`src/rtl/sram_1rw1r_model_rd_pipe.sv`:
```
// Read-result delay line for one SRAM read port.
//   clk, rst_n          : clock, asynchronous active-low reset (clears every stage)
//   in_valid/in_data    : read result sampled at the request edge
//   in_flags            : per-read side info (err, collision), meaningful only with in_valid
//   out_valid/out_data  : result LATENCY edges later; out_data holds when no result arrives
//   out_flags           : side info aligned with out_valid, forced low otherwise
module sram_rd_pipe #(
    parameter int unsigned WIDTH      = 33,
    parameter int unsigned FLAG_WIDTH = 1,
    parameter int unsigned LATENCY    = 1
) (
    input  logic                  clk,
    input  logic                  rst_n,
    input  logic                  in_valid,
    input  logic [WIDTH-1:0]      in_data,
    input  logic [FLAG_WIDTH-1:0] in_flags,
    output logic                  out_valid,
    output logic [WIDTH-1:0]      out_data,
    output logic [FLAG_WIDTH-1:0] out_flags
);
    logic [LATENCY-1:0]    valid_q;
    logic [WIDTH-1:0]      data_q  [LATENCY];
    logic [FLAG_WIDTH-1:0] flags_q [LATENCY];

    // Inner stages shift freely; only the last stage is gated by valid so the
    // visible data holds its previous value between results.
    always_ff @(posedge clk or negedge rst_n) begin
        if (!rst_n) begin
            valid_q <= '0;
            for (int unsigned i = 0; i < LATENCY; i++) begin
                data_q[i]  <= '0;
                flags_q[i] <= '0;
            end
        end else begin
            valid_q[0] <= in_valid;
            flags_q[0] <= in_valid ? in_flags : '0;
            if (LATENCY > 1 || in_valid)
                data_q[0] <= in_data;
            for (int unsigned i = 1; i < LATENCY; i++) begin
                valid_q[i] <= valid_q[i-1];
                flags_q[i] <= flags_q[i-1];
                if (i < LATENCY - 1 || valid_q[i-1])
                    data_q[i] <= data_q[i-1];
            end
        end
    end

    assign out_valid = valid_q[LATENCY-1];
    assign out_data  = data_q[LATENCY-1];
    assign out_flags = flags_q[LATENCY-1];

endmodule

```
`config.mk`:
```
export PLATFORM = sky130hd
export DESIGN_NAME = sram_rd_pipe
export DESIGN_NICKNAME = d
export VERILOG_FILES = /design/src/rtl/sram_1rw1r_model_rd_pipe.sv
export SDC_FILE = /design/constraint.sdc
export NUM_CORES = 1
export LEC_CHECK = 0
export ABC_AREA = 0
export ABC_CLOCK_PERIOD_IN_PS = 1100
export BUFFER_PORTS_ARGS = -buffer_cell sky130_fd_sc_hd__buf_2
export CAP_MARGIN = 0
export CORE_ASPECT_RATIO = 0.6
export CORE_MARGIN = 4
export CORE_UTILIZATION = 50
export CTS_BUF_LIST = sky130_fd_sc_hd__clkbuf_4
export DETAILED_ROUTE_END_ITERATION = 10
export GPL_ROUTABILITY_DRIVEN = 0
export PLACE_DENSITY = 0.93
export SYNTH_ARGS = -nofsm -noshare
export SYNTH_HDL_FRONTEND = slang
export SYNTH_SLANG_ARGS = --single-unit
```
`constraint.sdc`:
```
create_clock -name clk -period 1.1 [get_ports clk]
set_input_delay 0.11 -clock clk [delete_from_list [all_inputs] [get_ports clk]]
set_output_delay 0.11 -clock clk [all_outputs]
set_load 0.01 [all_outputs]
```
### Yosys cells after proc, flatten, opt, wreduce, memory -nomap -nowiden

Index checks and enable logic that the tools add are counted.

* bits in registers: 35
* bits in latches: 0
* ROM bits: 0
* memories kept: 0
* word-level logic and storage cells: 4
* memory bits (writable): 0

* div/mod/pow operators: 0
* reductions and logical operators: 0
* multiply operators: 0
* equality and inequality tests: 0
* add/sub/neg operators: 0
* order comparisons: 0
* shift-type cells: 0
* muxes and demuxes: 1
* bitwise logic cells: 0

Operators by type and width (number)
* 1-bit 2-to-1 mux: 1

### Logic depth before layout (Yosys ltp)

Gate-level depths: netlist of the first run.

* word-level depth: 1
* mapped depth: 3

### Worst setup path after synthesis of the first run

Ideal clock, no wire load.

* kind: input-to-reg
* from: input in_valid
* to: register data_q (netlist bit out_data[10])
* arrival: 0.663 ns
* required time: 0.975 ns
* path buffers: 2
* stages: 3
* path slack: 0.312 ns
* cell sequence: buf_6 -> buf_12 -> mux2_4

RTL lines
* from (decl): RTL line 14 `input logic in_valid,`
* to (signal, indexed assignment): RTL line 43 `data_q[i] <= data_q[i-1];`
* to (decl): RTL line 22 `logic [WIDTH-1:0] data_q [LATENCY];`

No word-level cell between the ends.

### Final worst setup path of the first run

* from: register data_q (netlist bit out_data[28])
* to: output out_data[28]

RTL lines
* to (decl): RTL line 18 `output logic [WIDTH-1:0] out_data,`

No word-level cell between the ends.

==> results.py, run 1 <==
metrics = {
    "cts": {
        "root_buffer": "clkbuf_4",
        "path_clk_slew_ns": 0.11,
        "h-tree-depth": 2,
        "cts-buffers-inserted": 5,
        "cts_sinks": 35,
        "cts_tree": "done",
        "clockBufferDepth": 2,
        "post_cts_buffers": 0,
        "worst_skew_pair.late_latency_ns": 0.33,
    },
    "floorplan": {
        "start_util_pct": 54.9,
        "die-width_um": 77.1,
        "die_area_mm2": 0.00382,
        "die_height_um": 49.5,
        "row_count": 14,
        "core_mm2": 0.00261,
        "io_pins": 72,
    },
    "setup_path": {
        "critPathSlowestCell": "dfrtp_1",
        "cpLargestDelayFamily": "flip-flops",
        "critPathArrivalTime_ns": 0.90,
        "cp_cell_sequence": "buf_2",
        "cp.depth": 1,
        "reg2reg_depth": 1,
        "start_kind": "flip-flop",
        "max_stage_delay_ns": 0.41,
        "worst-path-max-fanout": 2,
        "end_kind": "output pin",
        "path_buf_inv": 1,
        "path_class": "flip-flop to output pin",
        "worst_ep_required_time_ns": 0.99,
    },
    "drt": {
        "top_layer_used": "met4",
        "wl_met3_um": 270,
        "firstDrtPassIters": 4,
        "wl_met2_mm": 1.59,
        "post_drt_wl_per_cell_um": 16.5,
        "viasPerCell": 4.84,
        "m1WireLength_mm": 1.54,
        "route.detailed.drc": 0,
        "vias": 1021,
        "drt-total-wl_mm": 3.49,
        "first_iter_violations": 26,
        "antenna_left": 0,
    },
    "timing": {
        "rsz0062_at_grt": "no",
        "final.min_clock_period_ns": 1.01,
        "worst_pin_slew_ns": 0.423,
        "finClkSkew_ns": 0,
        "fin_crit_sh_pct": 91.6,
        "hold_violations": 0,
        "max_slew_margin_pct": 71.8,
        "setup_viol": 0,
        "fin_setup_tns_ns": 0,
        "timing.final.ws_setup_ns": 0.0924,
        "drv_slew": 0,
        "clock.fmax_mhz": 992,
    },
    "finish": {
        "fin_nets": 215,
        "antenna_cells": 0,
        "most-common-layout-cells": "71 x buf_2, 35 x dfrtp_1, 29 x mux2_4",
        "syn_to_final_growth_pct": 50.0,
        "utilization_pct": 82.4,
        "layout-drive-gt1-share_pct": 63.1,
        "final_common_cell": "buf_2",
        "fillers": 132,
    },
    "global_routing": {
        "grt_overflow": 0,
        "grt_pass1_wl_mm": 5.29,
        "antenna_found_initial": 0,
        "grt_pass1_vias": 1105,
        "grtUsageTotal_pct": 18.2,
        "grt_start_max_net_pins": 19,
    },
    "placed_design": {
        "dp_slack_ns": 0.182,
        "io_buffer_count": 71,
    },
    "logic_synthesis": {
        "synth_xor_area_share_pct": 0,
        "synthMuxAreaShare_pct": 33.5,
        "ys_seq_area_share_pct": 61.1,
        "syn_nets": 110,
        "synth-simple-area-share_pct": 0.436,
        "synth_area_leader_cell": "dfrtp_1",
        "synth_compound_area_share_pct": 0,
        "synth_top_cells_by_area": "dfrtp_1 61%, mux2_4 30%, buf_12 4.2%",
        "yosys.area_share.adder_pct": 0,
        "syn-cell-area_mm2": 0.00143,
        "syn_inst": 73,
        "synth-seq-cells": 35,
        "synth_top_family_by_area": "multiplexers",
        "avgSynthCellArea_um2": 19.6,
        "ys_types": 6,
        "ys_warn_count": 0,
        "synth_top_area_share_pct": 61.1,
    },
    "power_and_ir_drop": {
        "peakVddDrop_uv": 736,
        "leakage_uw": 0.00112,
        "powerDensity_mw_per_mm2": 1290,
    },
    "hold_path": {
        "holdPathStages": 2,
        "hold_path.class": "input pin to flip-flop",
    },
    "flow_run": {
        "cap_violations": 0,
    },
    "outcome": {
        "status": "completed",
    },
}
==> sequential cells by signal, indices dropped and copies added (netlist names) <==
name,flops
out_data,33
out_valid,1
out_flags,1
==> area by class of cell <==
type	count	area (µm²)	area share, %
sequential	35	876	40.7
timing repair buffer	102	696	32.3
multi-input combinational	34	487	22.6
tap	32	40.0	1.86
clock buffer	5	37.5	1.75
clock inverter	3	15.0	0.698
==> cell usage after synthesis <==
cell,number
and2_1,1
buf_12,3
buf_6,1
dfrtp_1,35
mux2_2,4
mux2_4,29
==> what timing repair did <==
item	4_1_cts	5_1_grt
resized for setup	0	0
hold buffers	22	6
hold endpoints to repair	38	6
==> per-stage QoR <==
step	hold slack, ns	total power (µW)	std cells	area [µm²]
floorplan	-0.186	1800	73	1430
CTS	0.00000228	2780	205	2090
global route	0.00215	2900	211	2150
finish	0.0182	2770	211	2150
detailed placement	0.0704	2060	175	1820
global placement	0.0538	2030	175	1820
==> layer usage <==
metal | track usage [%] | vias to the layer above
li1 | - | 462
met1 | 21.7 | 488
met2 | 28.2 | 59
met3 | 7.64 | 12
met4 | 9.47 | 0
met5 | 0 | -
==> worst paths after layout <==
kind / startpoint / slack [ns] / end
worst max-delay path: out_data[28] / 0.09 / out_data[28]
worst min-delay path: in_data[25] / 0.02 / out_data[25]
worst max register to register: out_data[1] / 0.30 / out_data[1]
worst min register to register: out_data[12] / 0.51 / out_data[12]
max in group asynchronous: rst_n / 0.42 / out_data[7]
min in group asynchronous: rst_n / 0.23 / out_data[28]
==> power breakdown <==
group,switching [µW],total [µW],internal [µW],leakage [µW]
registers,70.8,1480,1410,0.000410
clock network,417,651,234,0.0000263
logic,248,633,385,0.000683
==> kinds of logic (layout without fill, tap and decap cells) <==
group / after synthesis / count (layout)
flops: 35 / 35
buf+inv: 4 / 110
simple gates: 1 / 1
mux: 33 / 33
(Power assumes the default switching activity.)
==> run 2, diff against run 1 <==
--- a/config.mk
+++ b/config.mk
@@ -9,7 +9,7 @@
 export ABC_CLOCK_PERIOD_IN_PS = 1100
 export BUFFER_PORTS_ARGS = -buffer_cell sky130_fd_sc_hd__buf_2
 export CAP_MARGIN = 0
-export CORE_ASPECT_RATIO = 0.6
+export CORE_ASPECT_RATIO = 1.75
 export CORE_MARGIN = 4
 export CORE_UTILIZATION = 50
 export CTS_BUF_LIST = sky130_fd_sc_hd__clkbuf_4
==> run 2 against run 1 <==
Utilization decreased by 2.1 points. Via count rose by 3.1%. Critical path type unchanged. Non-clock buffer count increased by 6. Critical endpoint is now out_data[3]. Combinational power rose by 2%. Count of clock-buffer cells in the layout unchanged. Global-route usage up 0.95 points. Register-to-register slack got worse by 0.02 ns.
==> results.py, run 2 (synthesized netlist as in run 1, its figures left out) <==
metrics = {
    "outcome": {
        "status": "completed",
    },
    "power_and_ir_drop": {
        "leakage_uw": 0.00114,
        "peakVddDrop_uv": 965,
        "power.total_uw": 2750,
        "powerDensity_mw_per_mm2": 1260,
    },
    "timing": {
        "worst_pin_slew_ns": 0.364,
        "hold_violations": 0,
        "fin_setup_tns_ns": 0,
        "clock.fmax_mhz": 968,
        "holdWs_ns": 0.0273,
        "final.min_clock_period_ns": 1.03,
        "fin_crit_sh_pct": 93.9,
        "drv_slew": 0,
        "finClkSkew_ns": 0,
        "timing.final.ws_setup_ns": 0.0673,
        "rsz0062_at_grt": "no",
        "max_slew_margin_pct": 75.8,
        "setup_viol": 0,
    },
    "cts": {
        "cts_tree": "done",
        "path_clk_slew_ns": 0.11,
        "cts_sinks": 35,
        "cts-buffers-inserted": 5,
        "post_cts_buffers": 0,
        "clockBufferDepth": 2,
        "root_buffer": "clkbuf_4",
        "h-tree-depth": 2,
        "worst_skew_pair.late_latency_ns": 0.33,
    },
    "drt": {
        "firstDrtPassIters": 4,
        "viasPerCell": 4.99,
        "first_iter_violations": 15,
        "vias": 1053,
        "drt-total-wl_mm": 3.80,
        "antenna_left": 0,
        "route.detailed.drc": 0,
        "post_drt_wl_per_cell_um": 18.0,
    },
    "flow_run": {
        "cap_violations": 0,
    },
    "placed_design": {
        "dp_slack_ns": 0.167,
        "hpwl_mm": 2.24,
        "io_buffer_count": 71,
    },
    "global_routing": {
        "grtUsageTotal_pct": 19.1,
        "grt_pass1_vias": 1108,
        "grt_start_max_net_pins": 26,
        "grt_overflow": 0,
        "grt.busiest_layer": "met2",
        "grt_pass1_wl_mm": 5.53,
        "grtUsageMet1_pct": 19.9,
        "antenna_found_initial": 0,
        "grt.met2_usage_pct": 34.6,
        "grtUsageMet3_pct": 5.63,
    },
    "setup_path": {
        "critPathArrivalTime_ns": 0.92,
        "start_kind": "flip-flop",
        "timing.rr.end": "out_data[3]",
        "r2r_slack_ns": 0.28,
        "reg2reg_depth": 1,
        "path_class": "flip-flop to output pin",
        "worst_ep_required_time_ns": 0.99,
        "critPathSlowestCell": "dfrtp_1",
        "cpLargestDelayFamily": "flip-flops",
        "path_buf_inv": 1,
        "r2r-start": "out_data[3]",
        "end_kind": "output pin",
        "cp_cell_sequence": "buf_2",
        "max_stage_delay_ns": 0.43,
        "worst-path-max-fanout": 2,
    },
    "finish": {
        "most-common-layout-cells": "71 x buf_2, 35 x dfrtp_1, 34 x dlygate4sd3_1",
        "largest_reg_flops": 33,
        "syn_to_final_growth_pct": 52.4,
        "final_common_cell": "buf_2",
        "antenna_cells": 0,
        "layout-drive-gt1-share_pct": 61.4,
        "fin_nets": 221,
    },
    "floorplan": {
        "start_util_pct": 52.7,
        "io_pins": 72,
        "die_height_um": 78.8,
        "row_count": 25,
        "die_area_mm2": 0.00382,
        "core_mm2": 0.00272,
        "die-width_um": 48.5,
    },
    "hold_path": {
        "holdPathStages": 2,
        "hold_path.class": "input pin to flip-flop",
        "holdPathEnd": "out_data[4]",
        "hold_start": "in_data[4]",
    },
}
-- run 2: cell types whose count changed in the layout (fill, tap and decap cells not counted) --
| cell | change |
|---|---|
| buf_4 | +1 |
| dlygate4sd3_1 | +6 |
| clkinv_2 | +1 |
| clkinvlp_4 | -1 |
| buf_12 | -1 |
| clkinv_1 | -1 |
-- run 2: worst max-delay path by stage --
| stage | start | to | slack (ns) | cells after the start |
|---|---|---|---|---|
| detailed placement | in_valid | out_data[31] | 0.17 | 3 |
| global placement | in_valid | out_data[32] | 0.21 | 3 |
| floorplan | in_valid | out_data[10] | 0.31 | 3 |
| finish | out_data[3] | out_data[3] | 0.07 | 1 |
| CTS | out_data[3] | out_data[3] | 0.08 | 1 |
| global route | out_data[3] | out_data[3] | 0.02 | 1 |
-- run 2: cell type report --
cell class,instances,area [µm²]
clock inverter,2,8.76
tap,27,33.8
sequential,35,876
fill,141,536
multi-input combinational,34,487
timing repair buffer,108,743
clock buffer,5,37.5
-- run 2: timing repair --
action / CTS / global route
hold endpoints to repair: 56 / 12
hold buffers: 22 / 12
gates resized for setup: 0 / 0
setup endpoints to repair: 0 / 0
-- run 2: stage by stage --
step	utilization (%)	std cells	area (µm²)
final	80.3	211	2190
after global routing	80.3	211	2190
after CTS	75.9	199	2070
after detailed placement	66.1	170	1800
after global placement	66.1	170	1800
after floorplan	-	73	1430
-- run 2: per-layer routing --
layer	up-vias	wire length, µm
met1	524	1270
li1	472	-
met5	-	0
met2	49	2240
met3	8	214
met4	0	81
-- run 2: report_power, final --
| group | internal (µW) | switching (µW) |
|---|---|---|
| registers | 1410 | 72.0 |
| clock network | 226 | 396 |
| logic | 394 | 253 |
==> run 3, diff against run 2 <==
--- a/config.mk
+++ b/config.mk
@@ -16,6 +16,7 @@
 export DETAILED_ROUTE_END_ITERATION = 10
 export GPL_ROUTABILITY_DRIVEN = 0
 export PLACE_DENSITY = 0.93
+export REMOVE_ABC_BUFFERS = 1
 export SYNTH_ARGS = -nofsm -noshare
 export SYNTH_HDL_FRONTEND = slang
 export SYNTH_SLANG_ARGS = --single-unit
==> run 3 against run 2 <==
Clock skew did not move. First-iteration DRC count fell by 53%. Utilization rose by 0.32 points. Sequential power barely moved. Wire length rose by 1.3%. Clock power rose by 9.5%. Worst hold slack got worse by 0.014 ns. Maximum frequency rose by 2.6%.
==> results.py, run 3 (synthesized netlist as in run 1, its figures left out) <==
metrics = {
    "power_and_ir_drop": {
        "leakage_uw": 0.00114,
        "peakVddDrop_uv": 1120,
        "powerDensity_mw_per_mm2": 1280,
    },
    "cts": {
        "post_cts_resized": 0,
        "h-tree-depth": 2,
        "path_clk_slew_ns": 0.10,
        "cts_tree": "done",
        "clockBufferDepth": 2,
        "cts-buffers-inserted": 5,
        "cts_sinks": 35,
        "worst_skew_pair.late_latency_ns": 0.33,
        "root_buffer": "clkbuf_4",
    },
    "global_routing": {
        "grt_start_max_net_pins": 22,
        "grtUsageTotal_pct": 21.5,
        "grt_overflow": 0,
        "antenna_found_initial": 0,
        "grt_pass1_wl_mm": 6.16,
        "grt_pass1_vias": 1216,
    },
    "hold_path": {
        "hold_path.class": "input pin to flip-flop",
        "holdPathStages": 2,
    },
    "floorplan": {
        "row_count": 25,
        "die-width_um": 48.5,
        "core_mm2": 0.00272,
        "die_height_um": 78.8,
        "die_area_mm2": 0.00382,
        "io_pins": 72,
        "start_util_pct": 52.7,
    },
    "drt": {
        "firstDrtPassIters": 2,
        "drt-total-wl_mm": 3.85,
        "antenna_left": 0,
        "viasPerCell": 4.94,
        "post_drt_wl_per_cell_um": 18.3,
        "route.detailed.drc": 0,
        "vias": 1042,
        "first_iter_violations": 7,
    },
    "outcome": {
        "status": "completed",
    },
    "finish": {
        "antenna_cells": 0,
        "utilization_pct": 80.6,
        "most-common-layout-cells": "71 x buf_2, 35 x dfrtp_1, 33 x dlygate4sd3_1",
        "fin_nets": 220,
        "syn_to_final_growth_pct": 53.1,
        "final_common_cell": "buf_2",
        "layout-drive-gt1-share_pct": 61.4,
        "largest_reg_flops": 33,
    },
    "timing": {
        "drv_slew": 0,
        "fin_setup_tns_ns": 0,
        "finClkSkew_ns": 0,
        "fin_crit_sh_pct": 91.5,
        "setup_viol": 0,
        "final.min_clock_period_ns": 1.01,
        "clock.fmax_mhz": 993,
        "hold_violations": 0,
        "rsz0062_at_grt": "no",
        "max_slew_margin_pct": 76.5,
        "worst_pin_slew_ns": 0.353,
    },
    "setup_path": {
        "reg2reg_depth": 1,
        "cpLargestDelayFamily": "flip-flops",
        "worst_ep_required_time_ns": 0.99,
        "cp_cell_sequence": "buf_2",
        "critPathSlowestCell": "dfrtp_1",
        "cp.depth": 1,
        "start_kind": "flip-flop",
        "critPathArrivalTime_ns": 0.90,
        "path_class": "flip-flop to output pin",
        "worst-path-max-fanout": 2,
        "path_buf_inv": 1,
        "max_stage_delay_ns": 0.41,
        "end_kind": "output pin",
    },
    "placed_design": {
        "io_buffer_count": 71,
        "hpwl_mm": 2.43,
    },
    "flow_run": {
        "cap_violations": 0,
    },
}
[run 3: repair_timing]
| action | 4_1_cts | 5_1_grt |
|---|---|---|
| hold endpoints to repair | 66 | 1 |
| endpoints found under the setup margin | 0 | 0 |
| setup buffers | 0 | 0 |
| hold buffers | 32 | 1 |
[run 3: final cells by class]
type / count / area (µm²)
clock inverters: 2 / 7.51
flip-flops and latches: 35 / 876
multi-input cells: 34 / 487
clock buffers: 6 / 45.0
fillers: 159 / 527
well taps: 27 / 33.8
repair buffers: 107 / 746
[run 3: per-layer routing]
metal  share of wire, %  global-route usage [%]
met5                  0                       0
met4                4.2                    12.4
met3                4.9                    5.82
met2                 56                    37.8
met1                 35                    22.3
[run 3: per-stage QoR]
stage	total power [µW]	worst slack (ns)	cell area, µm²	cells	hold WS (ns)
6_report	2820	0.0931	2190	211	0.0129
5_1_grt	2960	0.0441	2190	211	0.00509
4_1_cts	2830	0.0800	2180	210	0.00245
3_5_place_dp	2060	0.192	1810	170	0.0415
3_3_place_gp	2030	0.201	1810	170	0.0294
2_1_floorplan	1750	0.321	1360	69	-0.186
[run 3: power breakdown]
group	switching, µW	internal [µW]
logic	259	397
registers	71.5	1410
clock network	420	261
[run 3: worst paths after layout]
path	endpoint	startpoint	slack, ns
min in group asynchronous	out_valid	rst_n	0.22
worst min register to register	out_data[32]	out_data[32]	0.51
worst max register to register	out_data[28]	out_data[28]	0.31
worst min-delay path	out_data[18]	in_data[18]	0.01
worst max-delay path	out_data[28]	out_data[28]	0.09
max in group asynchronous	out_data[17]	rst_n	0.46
